[config.mk]
export PLATFORM = sky130hd
export DESIGN_NAME = four_bit_multiplier_ctrl
export DESIGN_NICKNAME = d
export VERILOG_FILES = /design/src/rtl/four_bit_multiplier_ctrl.sv
export SDC_FILE = /design/constraint.sdc
export NUM_CORES = 1
export LEC_CHECK = 0
export BUFFER_PORTS_ARGS = -buffer_cell sky130_fd_sc_hd__buf_2
export CAP_MARGIN = 0
export CORE_MARGIN = 4
export CORE_UTILIZATION = 50
export DETAILED_ROUTE_END_ITERATION = 16
export PLACE_DENSITY_LB_ADDON = 0.12
export SLEW_MARGIN = 20
export SYNTH_ARGS = -nofsm -noshare
export SYNTH_HDL_FRONTEND = slang
export SYNTH_SLANG_ARGS = --single-unit
[constraint.sdc]
create_clock -name clk_i -period 2.6 [get_ports clk_i]
set_input_delay 0.52 -clock clk_i [delete_from_list [all_inputs] [get_ports clk_i]]
set_output_delay 0.52 -clock clk_i [all_outputs]
set_load 0.005 [all_outputs]
[src/rtl/four_bit_multiplier_ctrl.sv]
// four_bit_multiplier_ctrl
//
// Sequential 4x4 unsigned shift-and-add multiplier controller. One
// partial-product step is taken per clock. Each step borrows a shared
// external four_bit_full_adder through the add_* ports. That adder lives
// outside this block and must be purely combinational.
//
// Ports
//   clk_i       in   clock, all state changes on the rising edge
//   rst_n_i     in   synchronous active-low reset
//   start_i     in   request, only honoured in IDLE
//   a_i[3:0]    in   multiplicand, captured with start_i
//   b_i[3:0]    in   multiplier, captured with start_i
//   busy_o      out  high in every state other than IDLE
//   done_o      out  one-cycle completion pulse (the DONE state)
//   product_o   out  last completed product, held until the next completion
//   add_a_o     out  adder operand A (running upper partial product)
//   add_b_o     out  adder operand B (multiplicand or zero)
//   add_cin_o   out  adder carry-in, tied low
//   add_s_i     in   adder sum
//   add_cout_i  in   adder carry-out
module four_bit_multiplier_ctrl (
  input  logic       clk_i,
  input  logic       rst_n_i,
  input  logic       start_i,
  input  logic [3:0] a_i,
  input  logic [3:0] b_i,
  output logic       busy_o,
  output logic       done_o,
  output logic [7:0] product_o,
  output logic [3:0] add_a_o,
  output logic [3:0] add_b_o,
  output logic       add_cin_o,
  input  logic [3:0] add_s_i,
  input  logic       add_cout_i
);

  typedef enum logic [1:0] {
    IDLE = 2'd0,
    CALC = 2'd1,
    DONE = 2'd2
  } state_t;

  state_t     state;
  logic [3:0] acc;
  logic [3:0] mq;
  logic [3:0] mcand;
  logic [1:0] cnt;
  logic       busy;
  logic       done;
  logic [7:0] product;

  // The adder is driven only from registers, never from start_i/a_i/b_i.
  // Outside CALC, both operands are forced to zero so that the shared adder
  // sees a quiet input.
  always_comb begin
    add_a_o   = 4'h0;
    add_b_o   = 4'h0;
    add_cin_o = 1'b0;
    if (state == CALC) begin
      add_a_o = acc;
      add_b_o = mq[0] ? mcand : 4'h0;
    end
  end

  // Each step shifts {cout, sum, mq} right by one. The carry-out is kept
  // in the accumulator MSB, so the 8-bit result can never overflow.
  always_ff @(posedge clk_i) begin
    if (!rst_n_i) begin
      state   <= IDLE;
      acc     <= 4'h0;
      mq      <= 4'h0;
      mcand   <= 4'h0;
      cnt     <= 2'd0;
      busy    <= 1'b0;
      done    <= 1'b0;
      product <= 8'h00;
    end else begin
      case (state)
        IDLE: begin
          done <= 1'b0;
          if (start_i) begin
            mcand <= a_i;
            mq    <= b_i;
            acc   <= 4'h0;
            cnt   <= 2'd0;
            busy  <= 1'b1;
            state <= CALC;
          end
        end
        CALC: begin
          acc <= {add_cout_i, add_s_i[3:1]};
          mq  <= {add_s_i[0], mq[3:1]};
          cnt <= cnt + 2'd1;
          if (cnt == 2'd3) begin
            // Capture the post-shift {acc, mq} directly from the adder
            // result. This makes product_o line up with done_o.
            product <= {add_cout_i, add_s_i, mq[3:1]};
            done    <= 1'b1;
            state   <= DONE;
          end
        end
        DONE: begin
          done  <= 1'b0;
          busy  <= 1'b0;
          state <= IDLE;
        end
        default: begin
          done  <= 1'b0;
          busy  <= 1'b0;
          state <= IDLE;
        end
      endcase
    end
  end

  assign busy_o    = busy;
  assign done_o    = done;
  assign product_o = product;

endmodule

# [Yosys cells after proc, flatten, opt, wreduce, memory -nomap -nowiden]
# Cells that the tools add are included.
[totals] register_bits=26 latchBits=0 mem_bits_rw=0 romBits=0 input_bits=16 output_inout_bits=19 wordCells=36 n_memories=0
[op_classes] addsub=1 n_mul=0 div_mod_pow=0 order_cmp=0 eq_ne=4 shifts=0 mux=14 n_bitwise=1 reduce_logical=8
[ops] op="4-bit 2-to-1 mux" n=5
[ops] op="4-bit one-hot mux with 2 select lines" n=2
[ops] op="2-bit AND reduction" n=6
[ops] op="2-bit one-hot mux with 2 select lines" n=2
[ops] op="2-bit 2-to-1 mux" n=3
[ops] op="2-bit by 1-bit adder with 2-bit output (second input constant)" n=1
[ops] op="2-bit by 1-bit equality test with 1-bit output (second input constant)" n=1
[ops] op="2-bit equality test (second input constant)" n=1
[ops] op="2-bit logical NOT" n=1
[ops] op="2-bit by 1-bit != test with 1-bit output (second input constant)" n=1
[ops] op="2-bit != test (second input constant)" n=1
[ops] op="1-bit one-hot mux with 2 select lines" n=1
[ops] op="2-bit nonzero test" n=1
[ops] op="1-bit 2-to-1 mux" n=1
[ops] op="1-bit inverter" n=1

# [Depth between registers and ports, before layout]
# Gate-level depths: netlist of run 1.
[depth] depth_word=3 mapped_depth=5 depth_no_buf=4

# [Worst setup path before layout of run 1]
# Ideal clock, no wire load.
[synth_timing] path_type="register to output" from="register state[0]" to="output port add_b_o[0]" arrival_ps=928 required_ps=2080 slack_ps=1152 stages_incl_launch_ff=5 n_path_buf=2 cell_sequence="dfxtp_1 > buf_2 > and2b_4 > buf_2 > and3_1"
[synth_between] elab_chain_len=2
[synth_rtl] element="start, declared" line_no="44" source="state_t state;"
[synth_rtl] element="start signal, assigned" line_no="70" source="state <= IDLE;"
[synth_rtl] element="start signal, assigned" line_no="88" source="state <= CALC;"
[synth_rtl] element="start signal, assigned" line_no="100" source="state <= DONE;"
[synth_rtl] element="2-bit by 1-bit equality test with 1-bit output" line_no="60" source="if (state == CALC) begin"
[synth_rtl] element="4-bit 2-to-1 mux" line_no="60"
[synth_rtl] element="end, declared" line_no="32" source="output logic [3:0] add_b_o,"
# Every way passes these cells.

# [Final worst setup path of run 1]
[layout_timing] from="register state[0]" to="output port add_b_o[3]"
# Same word-level chain as after synthesis.

==> summary.txt, run 1 <==
Run status
  – Status: finished clean

Critical path
  – Required @ worst endpoint: 2080 ps
  – Crit. End Element: output pin
  – Critical path, cell by cell: and2b_4, and3_1, buf_2
  – Kind of critical path: flip-flop to output pin
  – Crit-path max FO: 23
  – Slowest cell on the critical path: dfxtp_1
  – Critical Path Max Stage Delay: around 500 ps
  – Arr. time, crit path: 1450 ps
  – Startpoint types: flip-flop

STA
  – Setup TNS: 0 ps
  – Unrepaired setup endpoints after global routing: no
  – Final count of pins violating max slew: 0
  – Number of hold violations in the final report: 0
  – # setup viols final: 0
  – Fmax: just over 500 MHz
  – Period utilization: 75.9%
  – Post-Route Skew: 2.89 ps
  – Post-route minimum period: roughly 2000 ps

Layout
  – Final Non-Filler Cells: 173
  – Layout Nets: about 160
  – # diodes: 0
  – Synthesis-to-finish area growth: 17.3%
  – Post-layout instance area: 1270 um2
  – Layout cell share with drive strength beyond 1: 26.7%

Floorplanning
  – IO Pins: 35
  – Chip width: approximately 55 um
  – Die height: around 55 um
  – Core area: 2000 um2
  – Rows: 16
  – Starting Density: 54.2%
  – Die footprint: 2980 um2

Synthesis
  – Post-synth EDFFs: 0
  – Synth Area in XOR/XNOR: 0%
  – Synth top area share: approximately 48%
  – Area contributors post-synth: dfxtp_1 48%, a21boi_0 6.2%, mux2i_1 4.6%
  – Mapped Avg Cell Area: 9.19 um2
  – Seq cells post-synth: 26
  – Largest family of logic cells by synthesized area: simple AND/OR/NAND/NOR gates
  – Cell variety after synth: 24
  – Synth Area in Compound Gates: 19.8%
  – Cell area after synthesis: 1080 um2
  – YS warnings: 0
  – Post-Synth Adder-Cell Area: 1.15%
  – Ys async rst share: 0%
  – Synth area leader: dfxtp_1
  – Simple-gate share of the synthesized area: between 20 and 25%
  – Post-synthesis mux area share: 4.61%
  – Syn nets: 135
  – Primary FF master, synth: dfxtp_1
  – Sequential share of the synthesized area: 48.0%
  – Cells after Synth: around 120

Clock network
  – CTS buffer count: 3
  – CTS Hold Bufs: 0
  – Root buf cell: clkbuf_4
  – H-tree Lvls: 1
  – Clock-pin slew on the worst setup and hold paths: 140 ps
  – CTS tree: built
  – Post-CTS setup buffer count: 0
  – Max Buffers Root-to-Sink: 2
  – CTS Sinks: 26
  – Post-CTS Resized: 0
  – Skew-Pair Late Insertion Delay: 310 ps

Route
  – Post-DR wirelength/cell: 12.3 um
  – DR vias: 909
  – Remaining DRCs: 0
  – Initial DRC count: 7
  – Post-Route WL: 2.12 mm
  – First-pass DRT Iterations: 4
  – Vias/cell: 5.25
  – Antenna viol nets, final: 0

Job
  – MaxCap Viol Count: 0

GRT
  – Gr ovfl total: 0
  – Vias in the first global route: slightly below 900
  – Largest net degree at the start of global routing: 27
  – Global-route wire length before repair: 3.55 mm
  – Gr usage total: 16.2%
  – Initial antenna violation count: 0

Power
  – Leakage dissipation: 0.569 nW
  – Power Dens Cells: 549 nW/um2
  – Max VDD drop: 0.330 mV

Placement
  – Final HPWL from detailed placement: roughly 1.5 mm
  – Port Buffers: 33
  – Placed Instance Area: 1240 um2
  – Placed Instances: 169
  – RePlAce Congestion: 0.712

Hold path
  – Worst min path class: input port to flip-flop
==> final cells by class <==
cell class                 count  area, um2
clock buffer                   4       36.3
fill                         196        729
multi-input combinational     83        517
sequential                    26        520
tap                           27       33.8
timing repair buffer          33        165
==> layer usage <==
layer / vias up / global-route usage, % / wire length [um]
li1: 465 / - / -
met3: 4 / 2.45 / 114
met5: - / 0 / 0
met4: 0 / 6.22 / 26
met2: 23 / 28.9 / 1040
met1: 417 / 19.2 / 948
==> worst max-delay path, delay by kind of cell (launching register included) <==
family,cells,cell delay [ps]
buffers and inverters,1,100
flip-flops,1,500
AND/OR/NAND/NOR,2,530
==> path summary, 6_finish.rpt <==
kind,start,end,slack (ps),cells after the start
setup / recovery,state[0]$_SDFFE_PN0P_,add_b_o[3],630,3
hold / removal,a_i[3],mcand[3]$_SDFFE_PN0P_,430,3
setup reg to reg,cnt[0]$_SDFFE_PN0P_,product_o[1]$_SDFFE_PN0P_,1130,4
hold reg to reg,product_o[2]$_SDFFE_PN0P_,product_o[2]$_SDFFE_PN0P_,470,2
==> where the power goes <==
part | switching (W) | leakage (nW) | internal, W
Clock | 0.000114 | 0.0210 | 0.0000855
Sequential | 0.0000122 | 0.212 | 0.000416
Combinational | 0.0000378 | 0.336 | 0.0000338
==> registers in the layout, summed over array words and instances, names as in the netlist <==
signal,count
product_o,8
mq,4
acc,4
busy_o,1
mcand,4
state,2
cnt,2
done_o,1
==> cells in the final DEF (no fill, tap or decap), drive strengths merged, types with 2 or more instances in the layout <==
cell     n
buf     33
dfxtp   26
nand2   12
a21boi  12
o21ai    9
nand3    8
nor2b    7
and3     5
mux2i    5
a22oi    5
and2     4
a21oi    4
clkbuf   4
nand2b   2
nor2     2
o21a     2
==> cells by family (layout without fill, tap and decap cells) <==
logic type / after synthesis / count (layout)
AOI/OAI and AO/OA: 33 / 33
adders and majority gates: 1 / 1
buffers and inverters: 9 / 37
DFF: 26 / 26
muxes: 5 / 5
other: 1 / 1
and+or+nand+nor: 43 / 43
==> per-stage QoR <==
| step | util (%) | hold WS, ps | power (W) | setup WS (ps) |
|---|---|---|---|---|
| detailed placement | 61.8 | 449 | 0.000508 | 993 |
| global placement | 61.8 | 440 | 0.000506 | 1040 |
| global route | 63.6 | 441 | 0.000731 | 543 |
| finish | 63.6 | 434 | 0.000699 | 627 |
| CTS | 63.6 | 429 | 0.000706 | 624 |
| floorplan | - | 451 | 0.000487 | 1150 |
==> Yosys cell counts, drive strengths merged (4+ instances only) <==
cell type and n:
a22oi 5, o21ai 9, nand2 12, nand3 8, mux2i 5, and3 5
buf 7, nor2b 7, dfxtp 26, a21boi 12, and2 4, a21oi 4
(Power assumes the default switching activity.)
==> run 2: changes to the inputs <==
- CORE_UTILIZATION: 50 -> 48
- clock period: 2.6 -> 1.9 ns (I/O delays scaled with it)
==> run 2 against run 1 <==
Global-route usage decreased by 1.2 points. Combinational power grew 41%. Register-to-register slack worse by 680 ps. Core utilization fell by 1.4 points. Design area up 0.69%.
==> summary.txt, run 2 (same netlist as run 1, synthesis figures left out) <==
STA
  – # setup viols final: 0 (unchanged)
  – Unrepaired setup endpoints after global routing: no (unchanged)
  – Post-Route Skew: 0.831 ps (was 2.89 ps)
  – Fmax: 577 MHz
  – Setup TNS: 0 ps (unchanged)
  – Final count of pins violating max slew: 0 (unchanged)
  – Number of hold violations in the final report: 0 (unchanged)
  – Period utilization: roughly nine tenths
  – Post-route minimum period: 1730 ps

Power
  – Power Dens Cells: 751 nW/um2 (was 549 nW/um2)
  – Power, Total: 0.000962 W (was 0.000699 W)
  – Pint: 0.000733 W (was 0.000535 W)
  – Sw frac: 23.8% (was 23.5%)
  – Switching power: 0.000228 W (was 0.000164 W)
  – Max VDD drop: 0.490 mV (was 0.330 mV)
  – Sequential Power Share: 60.9% (was 61.2%)
  – Combinational Power Share: 10.5% (was 10.2%)
  – Leakage dissipation: 0.575 nW (was 0.569 nW)
  – Clock power share: 28.6% (about the same)

Layout
  – # diodes: 0 (unchanged)
  – Most frequent cells in the layout: 33 x buf_2, 25 x dfxtp_1, 12 x nand2_1 (was 33 x buf_2, 26 x dfxtp_1, 12 x nand2_1)
  – Fillers: 193 (was 196)
  – Final Non-Filler Cells: 174 (was 173)
  – Largest register FFs: 8 (unchanged)
  – Synthesis-to-finish area growth: 18.1% (was 17.3%)
  – Most common cell after layout, fill and taps aside: buf_2 (unchanged)
  – Layout cell share with drive strength beyond 1: 27.2% (was 26.7%)
  – Reg area: 522 um2 (was 520 um2)
  – Layout Nets: 165 (was 164)
  – Area occupied by multi-input gates: 524 um2 (was 517 um2)

Critical path
  – Slowest cell on the critical path: dfxtp_1 (unchanged)
  – Crit. End Element: output pin (unchanged)
  – Family with the most delay on the worst path: flip-flops (was simple AND/OR/NAND/NOR gates)
  – Critical path, cell by cell: and2b_4, and3_1, buf_2 (unchanged)
  – Required @ worst endpoint: 1520 ps (was 2080 ps)
  – Critical Path Max Stage Delay: 460 ps (was 500 ps)
  – Kind of critical path: flip-flop to output pin (unchanged)
  – FF-to-FF setup slack: 450 ps (was 1130 ps)
  – Worst r2r src: cnt[0]$_SDFFE_PN0P_ (unchanged)
  – Reg2reg end: product_o[5]$_SDFFE_PN0P_ (was product_o[1]$_SDFFE_PN0P_)
  – Arr. time, crit path: 1350 ps (was 1450 ps)
  – Crit-path max FO: 12 (was 23)
  – Startpoint types: flip-flop (unchanged)
  – Worst r2r path cells: 4 (unchanged)
  – Worst Path Buf+Inv: 1 (unchanged)

GRT
  – Vias in the first global route: 842 (was 870)
  – Gr usage total: 15.1% (was 16.2%)
  – Global-route wire length before repair: 3.80 mm (was 3.55 mm)
  – Initial antenna violation count: 0 (unchanged)
  – Largest net degree at the start of global routing: 27 (unchanged)
  – Gr ovfl total: 0 (unchanged)

Floorplanning
  – Starting Density: 52.6% (was 54.2%)
  – Core area: 2060 um2 (was 2000 um2)
  – Die height: 55.5 um (was 54.6 um)
  – Rows: 16 (unchanged)
  – Chip width: 55.5 um (was 54.6 um)
  – Die footprint: 3080 um2 (was 2980 um2)
  – IO Pins: 35 (unchanged)

Route
  – Antenna viol nets, final: 0 (unchanged)
  – First-pass DRT Iterations: 4 (unchanged)
  – Post-DR wirelength/cell: 12.9 um (was 12.3 um)
  – Post-Route WL: 2.25 mm (was 2.12 mm)
  – Remaining DRCs: 0 (unchanged)
  – Vias/cell: 5.27 (was 5.25)
  – Initial DRC count: 17 (was 7)
  – DR vias: 917 (was 909)

Clock network
  – H-tree Lvls: 1 (unchanged)
  – CTS buffer count: 3 (unchanged)
  – Skew-Pair Late Insertion Delay: 310 ps (about the same)
  – Clock-pin slew on the worst setup and hold paths: 130 ps (was 140 ps)
  – Post-CTS Resized: 0 (unchanged)
  – Root buf cell: clkbuf_4 (unchanged)
  – Max Buffers Root-to-Sink: 2 (unchanged)
  – CTS Hold Bufs: 0 (unchanged)
  – CTS Sinks: 26 (unchanged)
  – Post-CTS setup buffer count: 0 (unchanged)
  – CTS tree: built (unchanged)

Hold path
  – Worst min path class: input port to flip-flop (unchanged)
  – Hold endpoint: mcand[2]$_SDFFE_PN0P_ (was mcand[3]$_SDFFE_PN0P_)
  – Worst hold stages: 3 (unchanged)
  – Hold Path Origin: a_i[2] (was a_i[3])

Placement
  – RePlAce Congestion: 0.703 (was 0.712)
  – Final HPWL from detailed placement: 1.56 mm (was 1.55 mm)
  – Placed Instances: 169 (unchanged)
  – Port Buffers: 33 (unchanged)

Run status
  – Status: finished clean (unchanged)

Job
  – MaxCap Viol Count: 0 (unchanged)
## run 2: power groups by stage
stage | clock network, W | registers [W] | logic [W]
after floorplan | 0 | 0.000590 | 0.0000762
after global placement | 0 | 0.000596 | 0.0000966
after detailed placement | 0 | 0.000597 | 0.0000995
after CTS | 0.000285 | 0.000585 | 0.0000999
after global routing | 0.000298 | 0.000590 | 0.000115
final | 0.000275 | 0.000586 | 0.000101
## run 2: through the flow
step	utilization (%)	setup WS (ps)	instance area, um2	hold slack, ps
global route	62.1	48.4	1280	290
CTS	61.7	41.6	1270	286
global placement	60.0	457	1240	441
floorplan	-	592	1080	451
detailed placement	60.0	420	1240	443
finish	62.1	166	1280	297
## run 2: worst max-delay path by stage
stage | start | cells past startpoint | slack, ps | endpoint
after floorplan | state[0]$_SDFFE_PN0P_ | 4 | 590 | add_b_o[0]
after global placement | state[0]$_SDFFE_PN0P_ | 3 | 460 | add_b_o[3]
after detailed placement | state[0]$_SDFFE_PN0P_ | 3 | 420 | add_b_o[3]
after CTS | state[0]$_SDFFE_PN0P_ | 3 | 40 | add_b_o[3]
after global routing | state[1]$_SDFFE_PN0P_ | 3 | 50 | add_b_o[3]
final | state[1]$_SDFFE_PN0P_ | 3 | 170 | add_b_o[3]
## run 2: final cells by class
type / count / share of cell area, %
multi-input combinational: 84 / 40.9
sequential: 26 / 40.7
timing repair buffer: 33 / 12.9
clock buffer: 4 / 2.83
tap: 27 / 2.64
## run 2: worst register-to-register path: cells and delay by family (launching register included)
family | cells | cell delay (ps)
fa+ha+maj | 1 | 410
flops | 1 | 370
simple gates | 2 | 480
compound gates | 1 | 90
## run 2: per-layer routing
metal / share of wire [%] / vias to the layer above / track usage (%)
li1: - / 468 / -
met1: 48 / 421 / 19.1
met2: 46 / 24 / 24.7
met3: 5.2 / 4 / 2.33
met4: 1.7 / 0 / 7.29
met5: 0 / - / 0
